==> src/rtl/bits2bytes_stream.sv <==
// Streaming bit-group to byte packer: IN_BITS-wide groups are accumulated LSB-first
// and emitted as bytes, with the final partial byte of each frame zero-padded.
module bits2bytes_stream #(
  parameter int IN_BITS = 12
) (
  input  logic               clk_i,
  input  logic               rst_i,
  input  logic [IN_BITS-1:0] bits_i,
  input  logic               in_valid_i,
  output logic               in_ready_o,
  input  logic               in_last_i,
  output logic [7:0]         byte_o,
  output logic               out_valid_o,
  input  logic               out_ready_i,
  output logic               out_last_o
);

  localparam int ACC_W = IN_BITS + 15;
  localparam int CNT_W = $clog2(ACC_W + 1);

  if (IN_BITS < 1 || IN_BITS > 16) begin : g_bad_in_bits
    $error("bits2bytes_stream: IN_BITS must lie in 1..16");
  end

  typedef enum logic {
    ST_RUN   = 1'b0,
    ST_FLUSH = 1'b1
  } state_t;

  state_t            r_state;
  logic [ACC_W-1:0]  r_acc;
  logic [CNT_W-1:0]  r_cnt;

  logic              w_in_fire;
  logic              w_out_fire;
  logic [ACC_W-1:0]  w_acc_pop;
  logic [CNT_W-1:0]  w_cnt_pop;
  logic [ACC_W-1:0]  w_acc_next;
  logic [CNT_W-1:0]  w_cnt_next;

  // Valid/ready on both sides: a transfer happens on a rising edge where valid and
  // ready are both high; all outputs decode registered state only, so neither
  // in_valid_i nor out_ready_i reaches any output combinationally.
  assign byte_o      = r_acc[7:0];
  assign in_ready_o  = (r_state == ST_RUN) && (r_cnt <= CNT_W'(15));
  assign out_valid_o = ((r_state == ST_RUN)   && (r_cnt >= CNT_W'(8))) ||
                       ((r_state == ST_FLUSH) && (r_cnt >= CNT_W'(1)));
  assign out_last_o  = (r_state == ST_FLUSH) && (r_cnt <= CNT_W'(8));

  assign w_in_fire  = in_valid_i && in_ready_o;
  assign w_out_fire = out_valid_o && out_ready_i;

  // Pop first, then append the new group at the post-pop bit count.
  always_comb begin
    w_acc_pop  = r_acc;
    w_cnt_pop  = r_cnt;
    if (w_out_fire) begin
      w_acc_pop = r_acc >> 8;
      w_cnt_pop = (r_cnt >= CNT_W'(8)) ? (r_cnt - CNT_W'(8)) : '0;
    end
    w_acc_next = w_acc_pop;
    w_cnt_next = w_cnt_pop;
    if (w_in_fire) begin
      w_acc_next = w_acc_pop | (ACC_W'(bits_i) << w_cnt_pop);
      w_cnt_next = w_cnt_pop + CNT_W'(IN_BITS);
    end
  end

  always_ff @(posedge clk_i) begin
    if (rst_i) begin
      r_state <= ST_RUN;
      r_acc   <= '0;
      r_cnt   <= '0;
    end else begin
      r_acc <= w_acc_next;
      r_cnt <= w_cnt_next;
      case (r_state)
        ST_RUN: begin
          if (w_in_fire && in_last_i) r_state <= ST_FLUSH;
        end
        ST_FLUSH: begin
          if (w_out_fire && out_last_o) begin
            r_state <= ST_RUN;
            r_acc   <= '0;
            r_cnt   <= '0;
          end
        end
        default: r_state <= ST_RUN;
      endcase
    end
  end

endmodule

==> config.mk <==
export PLATFORM = sky130hd
export DESIGN_NAME = bits2bytes_stream
export DESIGN_NICKNAME = d
export VERILOG_FILES = /design/src/rtl/bits2bytes_stream.sv
export SDC_FILE = /design/constraint.sdc
export NUM_CORES = 1
export LEC_CHECK = 0
export CAP_MARGIN = 20
export CORE_MARGIN = 2
export CORE_UTILIZATION = 40
export DETAILED_ROUTE_END_ITERATION = 10
export PLACE_DENSITY = 0.69
export SETUP_SLACK_MARGIN = 0.2
export SLEW_MARGIN = 10
export SYNTH_ARGS = -nofsm -noshare
export SYNTH_HDL_FRONTEND = slang
export SYNTH_SLANG_ARGS = --single-unit
==> constraint.sdc <==
create_clock -name clk_i -period 7.8 [get_ports clk_i]
set_clock_uncertainty 0.2 [all_clocks]
set_input_delay 1.56 -clock clk_i [delete_from_list [all_inputs] [get_ports clk_i]]
set_output_delay 1.56 -clock clk_i [all_outputs]
set_load 0.05 [all_outputs]
* After elaboration in Yosys (flattened, before gate mapping)
Cells that the tools add are included.
Widths: inputs -> output; s select.
** Operators by class
- Shift-type cells :: 1
- Bitwise gates (word level) :: 2
- Muxes and demuxes :: 12
- Add/sub/neg operators :: 2
- Magnitude comparators :: 4
- Reductions and logical operators :: 9
** Operators by type and width (count)
- $mux 27 :: 4
- $or 27x27->27 :: 1
- $shl 12x5->27 :: 1
- $mux 5 :: 5
- $le 5x4->1 const B :: 2
- $logic_and 1x1->1 :: 8
- $add 5x4->5 const B :: 1
- $ge 5x1->1 const B :: 1
- $ge 5x4->1 const B :: 1
- $sub 5x4->5 const B :: 1
- $mux 1 :: 2
- $pmux 1 s2 :: 1
- $logic_or 1x1->1 :: 1
- $not 1->1 :: 1
** Word-level totals
- Output and inout bits :: 11
- Bits in registers :: 33

* Longest topological paths before layout
Gate-level depths: netlist of the first run.
- Word-level depth :: 10
- Gate-level depth with buffers :: 12

* Least setup slack after synthesis of the first run
OpenSTA, ideal clock, no wires.
- Path kind :: reg-to-output
- From :: register r_cnt[1]
- To :: output port out_last_o
- Path buffers :: 1
- Path slack :: 4.069 ns
- Stages on the path, launching flop included :: 5
- Arrival :: 1.971 ns
- Required time :: 6.040 ns
- Path through :: dfxtp_1 > buf_6 > or3_4 > or3_1 > a21oi_1
** Between the ends
- Longest elaborated chain between the ends :: 2
** Ends and longest elaborated chain
- from (decl) :: line 32 : logic [CNT_W-1:0] r_cnt;
- from (signal assigned) :: line 76 : r_cnt <= w_cnt_next;
- $le 5x4->1 :: line 48 : assign out_last_o = (r_state == ST_FLUSH) && (r_cnt <= CNT_W'(8));
- $logic_and 1x1->1 :: line 48
- to (decl) :: line 15 : output logic out_last_o
Every way passes these cells.

* Worst setup path in the final report of the first run
- From :: register r_cnt[0]
- To :: output port out_last_o
The elaborated chain is that of the path after synthesis.

==> results.py, run 1 <==
metrics = {
    "floorplan": {
        "core_region_area_um2": 6310,
        "initial_core_util_pct": 41.0,
        "num_rows": 29,
        "io_pins": 28,
        "dieWidth_um": 84.5,
        "dieArea_um2": 7140,
        "chipHeight_um": 84.5,
    },
    "timing": {
        "hold_violations": 0,
        "rsz0062_at_grt": "no",
        "relSlewSlack_pct": 46.5,
        "finalSetupViolCount": 0,
        "drv_slew": 0,
        "finalCriticalPeriod_ns": 4.37,
        "tightest_slew_ns": 0.800,
        "whs_ns": 0.282,
        "max_freq_mhz": 229,
        "layout_worst_path_cycle_share_pct": 56.0,
        "fin_setup_tns_ns": 0,
    },
    "global_route": {
        "grt_max_degree": 37,
        "track_usage_pct": 19.2,
        "grt_pass1_wl_um": 11300,
        "gr-total-overflow": 0,
        "grt_pass1_vias": 2281,
        "antenna_found_initial": 0,
    },
    "clocking": {
        "postCtsSetupRepairBufs": 0,
        "ctsHoldBuffers": 0,
        "numCtsBuffers": 5,
        "cts_tree": "yes",
        "cts_num_sinks": 33,
        "cts_buffer_depth": 2,
        "ctsResizeCount": 0,
        "htree_levels": 2,
        "path_clk_slew_ns": 0.07,
        "root_buffer": "clkbuf_8",
        "clk_latency_ns": 0.29,
    },
    "min_path": {
        "hold_class": "reg2reg",
    },
    "placed_design": {
        "port_buffers": 27,
        "place_congestion": 0.922,
        "dp_hpwl_um": 4690,
    },
    "logic_synthesis": {
        "netlist_instances": 327,
        "synth_area_um2": 2590,
        "synth_nets": 347,
        "ys_async_sr_fraction_pct": 0,
        "synth_flop_cell": "dfxtp_1",
        "yosys_warnings": 0,
        "yosysSeqAreaShare_pct": 25.5,
        "synth_cell_types": 67,
        "postSynthAreaPerCell_um2": 7.92,
        "ys_ff_latch": 33,
        "synth_edf_count": 0,
    },
    "critical_path": {
        "critical_path.max_stage_delay_ns": 0.81,
        "worst-path-stages": 5,
        "timing.reg2reg.setup_slack_ns": 4.54,
        "crit_chain": "buf_4 -> or3_4 -> or3_1 -> a21oi_1 -> clkdlybuf4s50_1",
        "cp_data_required_time_ns": 6.04,
        "crit_end": "out_last_o",
        "crit_buf_inv": 2,
        "startpoint": "r_cnt[0]",
        "critPathCaptureType": "primary output",
        "r2r-end": "r_acc[22]",
        "path_max_fanout": 36,
        "cp_top_family": "buffers and inverters",
        "r2r_cells": 8,
        "crit_slowest_cell": "clkdlybuf4s50_1",
        "critical_path_arrival_ns": 2.61,
        "startpoint_type": "flop",
        "critPathKind": "reg2out",
        "r2r_start": "r_cnt[3]",
    },
    "power": {
        "intPower_uw": 460,
        "cellLeakagePower_nw": 1.09,
        "total_power_uw": 861,
        "power_density_nw_per_um2": 301,
        "swShare_pct": 46.6,
        "power_frac_comb_pct": 57.5,
        "power_frac_clock_pct": 14.7,
        "switchingPower_uw": 401,
        "sequentialPowerShare_pct": 27.8,
        "ir_drop_mv": 0.126,
    },
    "run": {
        "cap_violations": 0,
    },
    "routing": {
        "ant_nets": 0,
        "drt_iter0_drc": 220,
        "dr.pass1.iters": 5,
        "wire_per_inst_um": 16.0,
        "vias": 2421,
        "drt-total-wl_um": 6560,
        "drc": 0,
        "via_per_inst": 5.90,
    },
    "cells_and_area": {
        "nNetsFinal": 352,
        "final_common_cell": "nand2_1",
        "layout-drive-gt1-share_pct": 11.4,
        "utilization_pct": 45.2,
        "area_growth_pct": 10.2,
        "antenna-diode-count": 0,
        "final_cell_mix": "34 x nand2_1, 33 x dfxtp_1, 28 x a21oi_1, 27 x clkdlybuf4s50_1, 26 x mux2i_1",
    },
    "outcome": {
        "status": "completed",
    },
}
==> tightest hold or removal path, stage by stage, from the launching register on <==
cell and delay [ns]:
dfxtp_1 0.31, nand2_1 0.06, a31oi_1 0.06
==> Yosys cell counts, types with 2 or more instances <==
cell	instances	area (µm²)
dfxtp_1	33	661
a21oi_1	28	140
nand3_1	11	55.1
nor2_1	21	78.8
ha_1	3	37.5
nand2b_1	5	31.3
or3_1	3	18.8
mux2_2	8	90.1
nor3_1	6	30.0
o221a_2	3	33.8
nand4_1	3	18.8
nor3b_1	3	22.5
a221oi_2	2	30.0
buf_2	12	60.1
inv_1	13	48.8
nand2_1	34	128
a221oi_1	3	26.3
a2bb2oi_1	2	17.5
clkbuf_1	4	15.0
a21boi_0	2	15.0
a22oi_1	4	30.0
buf_6	6	67.6
o31a_1	3	26.3
a222oi_1	2	20.0
a31oi_1	7	43.8
mux2i_1	26	260
o22ai_1	7	43.8
nor2b_1	2	12.5
buf_4	10	75.1
o21ai_0	17	85.1
and2_1	2	12.5
and3_1	3	18.8
buf_1	2	7.51
o221ai_1	2	17.5
o211ai_1	3	22.5
==> stage by stage <==
step	setup WS [ns]	cells	instance area, µm²
2_1_floorplan	4.07	327	2590
3_3_place_gp	3.30	402	2770
3_5_place_dp	3.23	402	2770
4_1_cts	3.43	410	2860
5_1_grt	3.14	410	2860
6_report	3.43	410	2860
==> sequential cells by signal, indices dropped and copies added (netlist names) <==
register and cells:
r_acc 27, r_cnt 5, r_state 1
==> layout make-up <==
class / count / area [µm²]
Fill cell: 655 / 3460
Multi-Input combinational cell: 245 / 1650
Sequential cell: 33 / 661
Timing Repair Buffer: 32 / 308
Tap cell: 77 / 96.3
Clock buffer: 5 / 68.8
Inverter: 15 / 56.3
Clock inverter: 3 / 17.5
==> power groups by stage <==
| stage | Clock (mW) | Sequential (mW) | Combinational, mW |
|---|---|---|---|
| after floorplan | 0 | 0.236 | 0.420 |
| after global placement | 0 | 0.243 | 0.484 |
| after detailed placement | 0 | 0.243 | 0.490 |
| after CTS | 0.128 | 0.240 | 0.492 |
| after global routing | 0.138 | 0.247 | 0.539 |
| final | 0.127 | 0.239 | 0.495 |
==> logic make-up (layout without fill, tap and decap cells) <==
| group | count (synthesis) | after routing | share of synthesized area [%] |
|---|---|---|---|
| adders and majority gates | 3 | 3 | 1.45 |
| DFF | 33 | 33 | 25.5 |
| AOI/OAI and AO/OA | 102 | 102 | 27.8 |
| buffers and inverters | 49 | 55 | 10.9 |
| and+or+nand+nor | 104 | 104 | 20.2 |
| xor gates and xnor gates | 2 | 2 | 0.676 |
| muxes | 34 | 34 | 13.5 |
==> layer usage <==
metal | track usage (%) | up-vias | share of wire, %
met2 | 29.3 | 81 | 45
met5 | 0 | - | 0
li1 | - | 1207 | -
met1 | 27.4 | 1126 | 49
met4 | 7.07 | 0 | 1.4
met3 | 2.85 | 7 | 4.6
==> worst min-delay path by stage <==
stage | start | end | slack (ns) | cells after the start
finish | r_acc[23] | r_acc[23] | 0.28 | 2
global route | r_acc[23] | r_acc[23] | 0.29 | 2
CTS | r_acc[23] | r_acc[23] | 0.28 | 2
detailed placement | r_acc[23] | r_acc[23] | 0.27 | 2
global placement | r_acc[23] | r_acc[23] | 0.26 | 2
floorplan | r_acc[23] | r_acc[23] | 0.24 | 2
Power figures use the tool's default switching activity.
==> inputs of run 2 (changes only) <==
==> constraint.sdc (replaced) <==
create_clock -name clk_i -period 4.4 [get_ports clk_i]
set_clock_uncertainty 0.2 [all_clocks]
set_input_delay 0.88 -clock clk_i [delete_from_list [all_inputs] [get_ports clk_i]]
set_output_delay 0.88 -clock clk_i [all_outputs]
set_load 0.05 [all_outputs]
==> run 2 against run 1 <==
Combinational power rose by 80%. Non-clock buffer count grew 3. Final area increased by 1.8%. Count of clock-buffer cells in the layout grew 2. Routed wire length increased by 3.4%. Highest routed layer unchanged. Sequential power increased by 78%. Setup slack worse by 2.6 ns. Core utilization rose by 0.83 points. Cell count is 0.73% higher. Die area unchanged. Clock power grew 140%. Global-route usage is 0.39 points higher.
==> results.py, run 2 (synthesized netlist as in run 1, its figures left out) <==
metrics = {
    "timing": {
        "max_freq_mhz": 283,
        "drv_slew": 0,
        "tightest_slew_ns": 1.04,
        "whs_ns": 0.271,
        "fin_setup_tns_ns": 0,
        "finalCriticalPeriod_ns": 3.53,
        "relSlewSlack_pct": 30.6,
        "finalSetupViolCount": 0,
        "hold_violations": 0,
        "worst_slack_ns": 0.867,
        "rsz0062_at_grt": "no",
        "layout_worst_path_cycle_share_pct": 80.3,
    },
    "routing": {
        "drc": 0,
        "drt_iter0_drc": 223,
        "vias": 2465,
        "dr.pass1.iters": 4,
        "drt-total-wl_um": 6780,
        "wire_per_inst_um": 16.4,
        "via_per_inst": 5.97,
        "ant_nets": 0,
    },
    "global_route": {
        "grt_max_degree": 36,
        "gr-total-overflow": 0,
        "track_usage_pct": 19.6,
        "antenna_found_initial": 0,
        "grt_pass1_wl_um": 11400,
        "grt_pass1_vias": 2299,
    },
    "floorplan": {
        "chipHeight_um": 84.5,
        "io_pins": 28,
        "initial_core_util_pct": 41.0,
        "dieWidth_um": 84.5,
        "core_region_area_um2": 6310,
        "dieArea_um2": 7140,
        "num_rows": 29,
    },
    "critical_path": {
        "critPathKind": "reg2out",
        "critical_path.max_stage_delay_ns": 0.81,
        "crit_slowest_cell": "clkdlybuf4s50_1",
        "crit_buf_inv": 1,
        "path_max_fanout": 6,
        "critical_path_arrival_ns": 2.45,
        "cp_top_family": "simple AND/OR/NAND/NOR gates",
        "cp_data_required_time_ns": 3.32,
        "critPathCaptureType": "primary output",
        "startpoint_type": "flop",
        "crit_chain": "or3_4 -> or3_1 -> a21oi_1 -> clkdlybuf4s50_1",
    },
    "clocking": {
        "clk_latency_ns": 0.29,
        "cts_tree": "yes",
        "ctsHoldBuffers": 0,
        "htree_levels": 2,
        "cts_num_sinks": 33,
        "numCtsBuffers": 5,
        "ctsResizeCount": 0,
        "postCtsSetupRepairBufs": 0,
        "root_buffer": "clkbuf_8",
        "cts_buffer_depth": 2,
        "path_clk_slew_ns": 0.07,
    },
    "cells_and_area": {
        "antenna-diode-count": 0,
        "area_growth_pct": 12.3,
        "final_cell_mix": "34 x nand2_1, 33 x dfxtp_1, 28 x a21oi_1, 27 x clkdlybuf4s50_1, 26 x mux2i_1",
        "largest_register": "r_acc",
        "final_common_cell": "nand2_1",
        "nNetsFinal": 355,
        "largest_reg_flops": 27,
        "reg.largest.list": "r_acc (27), r_cnt (5), r_state (1)",
        "layout-drive-gt1-share_pct": 11.9,
        "fin_area_um2": 2910,
    },
    "power": {
        "cellLeakagePower_nw": 1.12,
        "ir_drop_mv": 0.249,
        "power_density_nw_per_um2": 557,
    },
    "outcome": {
        "status": "completed",
    },
    "placed_design": {
        "place_area_um2": 2790,
        "dp_hpwl_um": 4960,
        "place_congestion": 0.918,
        "port_buffers": 27,
        "preCtsSetupSlack_ns": 0.674,
    },
    "run": {
        "cap_violations": 0,
    },
    "min_path": {
        "hold_class": "reg2reg",
    },
}
-- run 2: cell count changes in the layout (fill, tap and decap cells not counted), sizes merged --
cell	before	now
buf	5	8
clkbuf	5	7
clkinv	3	1
bufinv	0	1
clkinvlp	1	0
-- run 2: worst reg2reg max path, cell delays in order (launching register included) --
cell	delay, ns
dfxtp_1	0.38
inv_1	0.13
ha_1	0.35
and3_1	0.64
nor2_1	0.23
a221oi_1	0.45
o21ai_1	0.19
a222oi_1	0.31
nor2_1	0.08
-- run 2: path summary, 6_finish.rpt --
path	slack, ns	to	cells past startpoint	startpoint
worst min-delay path	0.27	r_acc[23]	2	r_acc[23]
worst max-delay path	0.87	out_last_o	4	r_cnt[2]
worst max register to register	1.33	r_acc[20]	8	r_cnt[3]
worst min register to register	0.27	r_acc[23]	2	r_acc[23]
-- run 2: final cells by class --
cell class / instances / area, µm²
well taps: 77 / 96.3
fillers: 640 / 3400
repair buffers: 35 / 330
clock inverters: 1 / 30.0
multi-input cells: 245 / 1650
flip-flops and latches: 33 / 661
inverters: 15 / 56.3
clock buffers: 7 / 86.3
-- run 2: metal layers --
metal / wire length (µm) / global-route usage [%]
met1: 3270 / 27.4
met2: 3030 / 30.8
met5: 0 / 0
met4: 168 / 6.64
met3: 306 / 3.05
-- run 2: report_power, final --
group	switching, mW	internal (mW)	leakage, nW
Clock	0.117	0.185	0.0585
Sequential	0.0493	0.376	0.269
Combinational	0.549	0.343	0.792
-- run 2: stage by stage --
stage / utilization (%) / instances / total power [mW]
3_5_place_dp: 44.2 / 405 / 1.32
3_3_place_gp: 44.2 / 405 / 1.31
2_1_floorplan: - / 327 / 1.16
4_1_cts: 46.1 / 413 / 1.62
5_1_grt: 46.1 / 413 / 1.72
6_report: 46.1 / 413 / 1.62
==> inputs of run 3 (changes only) <==
==> constraint.sdc (replaced) <==
create_clock -name clk_i -period 3.5 [get_ports clk_i]
set_clock_uncertainty 0.2 [all_clocks]
set_input_delay 0.7 -clock clk_i [delete_from_list [all_inputs] [get_ports clk_i]]
set_output_delay 0.7 -clock clk_i [all_outputs]
set_load 0.05 [all_outputs]
==> run 3 against run 2 <==
Total power up 26%. Highest routed layer unchanged. Global-route usage decreased by 1.0 points. First-iteration DRC count up 6.7%. Die area stayed put.
==> results.py, run 3 (synthesized netlist as in run 1, its figures left out) <==
metrics = {
    "outcome": {
        "status": "completed",
    },
    "placed_design": {
        "dp_hpwl_um": 4910,
        "place_congestion": 0.944,
        "port_buffers": 27,
    },
    "power": {
        "power_density_nw_per_um2": 692,
        "total_power_mw": 2.04,
        "ir_drop_mv": 0.304,
        "cellLeakagePower_nw": 1.15,
    },
    "routing": {
        "dr.pass1.iters": 5,
        "vias": 2507,
        "drc": 0,
        "via_per_inst": 6.00,
        "wire_per_inst_um": 15.7,
        "drt-total-wl_um": 6570,
        "drt_iter0_drc": 238,
        "ant_nets": 0,
    },
    "floorplan": {
        "initial_core_util_pct": 41.0,
        "core_region_area_um2": 6310,
        "dieWidth_um": 84.5,
        "chipHeight_um": 84.5,
        "io_pins": 28,
        "num_rows": 29,
        "dieArea_um2": 7140,
    },
    "critical_path": {
        "critical_path_arrival_ns": 2.17,
        "critPathCaptureType": "primary output",
        "cp_data_required_time_ns": 2.60,
        "r2r_cells": 8,
        "r2r-end": "r_acc[20]",
        "critPathKind": "reg2out",
        "startpoint_type": "flop",
        "r2r_start": "r_cnt[3]",
        "path_max_fanout": 5,
        "timing.reg2reg.setup_slack_ns": 0.67,
    },
    "cells_and_area": {
        "layout-drive-gt1-share_pct": 13.8,
        "largest_register": "r_acc",
        "reg.largest.list": "r_acc (27), r_cnt (5), r_state (1)",
        "final_common_cell": "nand2_1",
        "regArea_um2": 661,
        "nNetsFinal": 360,
        "multi_input_area_um2": 1650,
        "fillerInstances": 658,
        "largest_reg_flops": 27,
        "final_cell_mix": "34 x nand2_1, 33 x dfxtp_1, 28 x a21oi_1, 26 x mux2i_1, 25 x clkdlybuf4s50_1",
        "area_growth_pct": 14.0,
        "antenna-diode-count": 0,
    },
    "clocking": {
        "cts_tree": "yes",
        "numCtsBuffers": 5,
        "clk_latency_ns": 0.28,
        "cts_num_sinks": 33,
        "cts_buffer_depth": 2,
        "root_buffer": "clkbuf_8",
        "htree_levels": 2,
        "postCtsSetupRepairBufs": 0,
        "path_clk_slew_ns": 0.07,
        "ctsHoldBuffers": 0,
        "ctsResizeCount": 0,
    },
    "timing": {
        "tightest_slew_ns": 0.996,
        "rsz0062_at_grt": "no",
        "fin_setup_tns_ns": 0,
        "finalSetupViolCount": 0,
        "hold_violations": 0,
        "whs_ns": 0.265,
        "relSlewSlack_pct": 33.6,
        "max_freq_mhz": 326,
        "layout_worst_path_cycle_share_pct": 87.6,
        "drv_slew": 0,
        "finalCriticalPeriod_ns": 3.07,
    },
    "min_path": {
        "holdCritStartpoint": "r_acc[23]",
        "whs_path_depth": 2,
        "whs_endpoint": "r_acc[23]",
        "hold_class": "reg2reg",
    },
    "global_route": {
        "grt_pass1_vias": 2284,
        "gr-total-overflow": 0,
        "track_usage_pct": 18.6,
        "antenna_found_initial": 0,
        "grt_max_degree": 33,
        "grt_pass1_wl_um": 11000,
    },
    "run": {
        "cap_violations": 0,
    },
}
-- run 3: through the flow --
| stage | setup WS, ns | std cells | area, µm² | util, % |
|---|---|---|---|---|
| 2_1_floorplan | 0.629 | 327 | 2590 | - |
| 6_report | 0.434 | 418 | 2950 | 46.8 |
| 5_1_grt | 0.368 | 418 | 2950 | 46.8 |
| 3_3_place_gp | 0.379 | 410 | 2840 | 44.9 |
| 3_5_place_dp | 0.292 | 410 | 2840 | 44.9 |
| 4_1_cts | 0.455 | 418 | 2950 | 46.8 |
-- run 3: where the power goes --
group | switching (mW) | internal, mW
registers | 0.0643 | 0.472
logic | 0.694 | 0.440
clock network | 0.141 | 0.232
-- run 3: worst max-delay path: stages, from the launching register on --
cell and delay (ns):
dfxtp_1 0.42, inv_1 0.10, ha_1 0.18, and4b_1 0.21, a21oi_1 0.15, clkdlybuf4s50_1 0.82
-- run 3: how the worst max path moves through the flow --
stage	cells after the start	from	end
CTS	5	r_cnt[4]	in_ready_o
finish	5	r_cnt[4]	in_ready_o
global placement	7	out_ready_i	r_acc[20]
floorplan	4	r_cnt[1]	out_last_o
global route	5	r_cnt[4]	in_ready_o
detailed placement	7	out_ready_i	r_acc[20]
-- run 3: cell type report --
type,instances,area share (%)
Sequential cell,33,22.4
Multi-Input combinational cell,245,55.8
Clock inverter,1,1.02
Inverter,15,1.91
Timing Repair Buffer,40,12.7
Tap cell,77,3.26
Clock buffer,7,2.92
-- run 3: routing by layer --
| layer | part of all wire, % | up-vias | GRT usage, % |
|---|---|---|---|
| met5 | 0 | - | 0 |
| met4 | 1.8 | 0 | 5.19 |
| met3 | 6.2 | 15 | 3.34 |
| met2 | 45 | 101 | 29.6 |
| met1 | 47 | 1170 | 25.8 |
| li1 | - | 1221 | - |
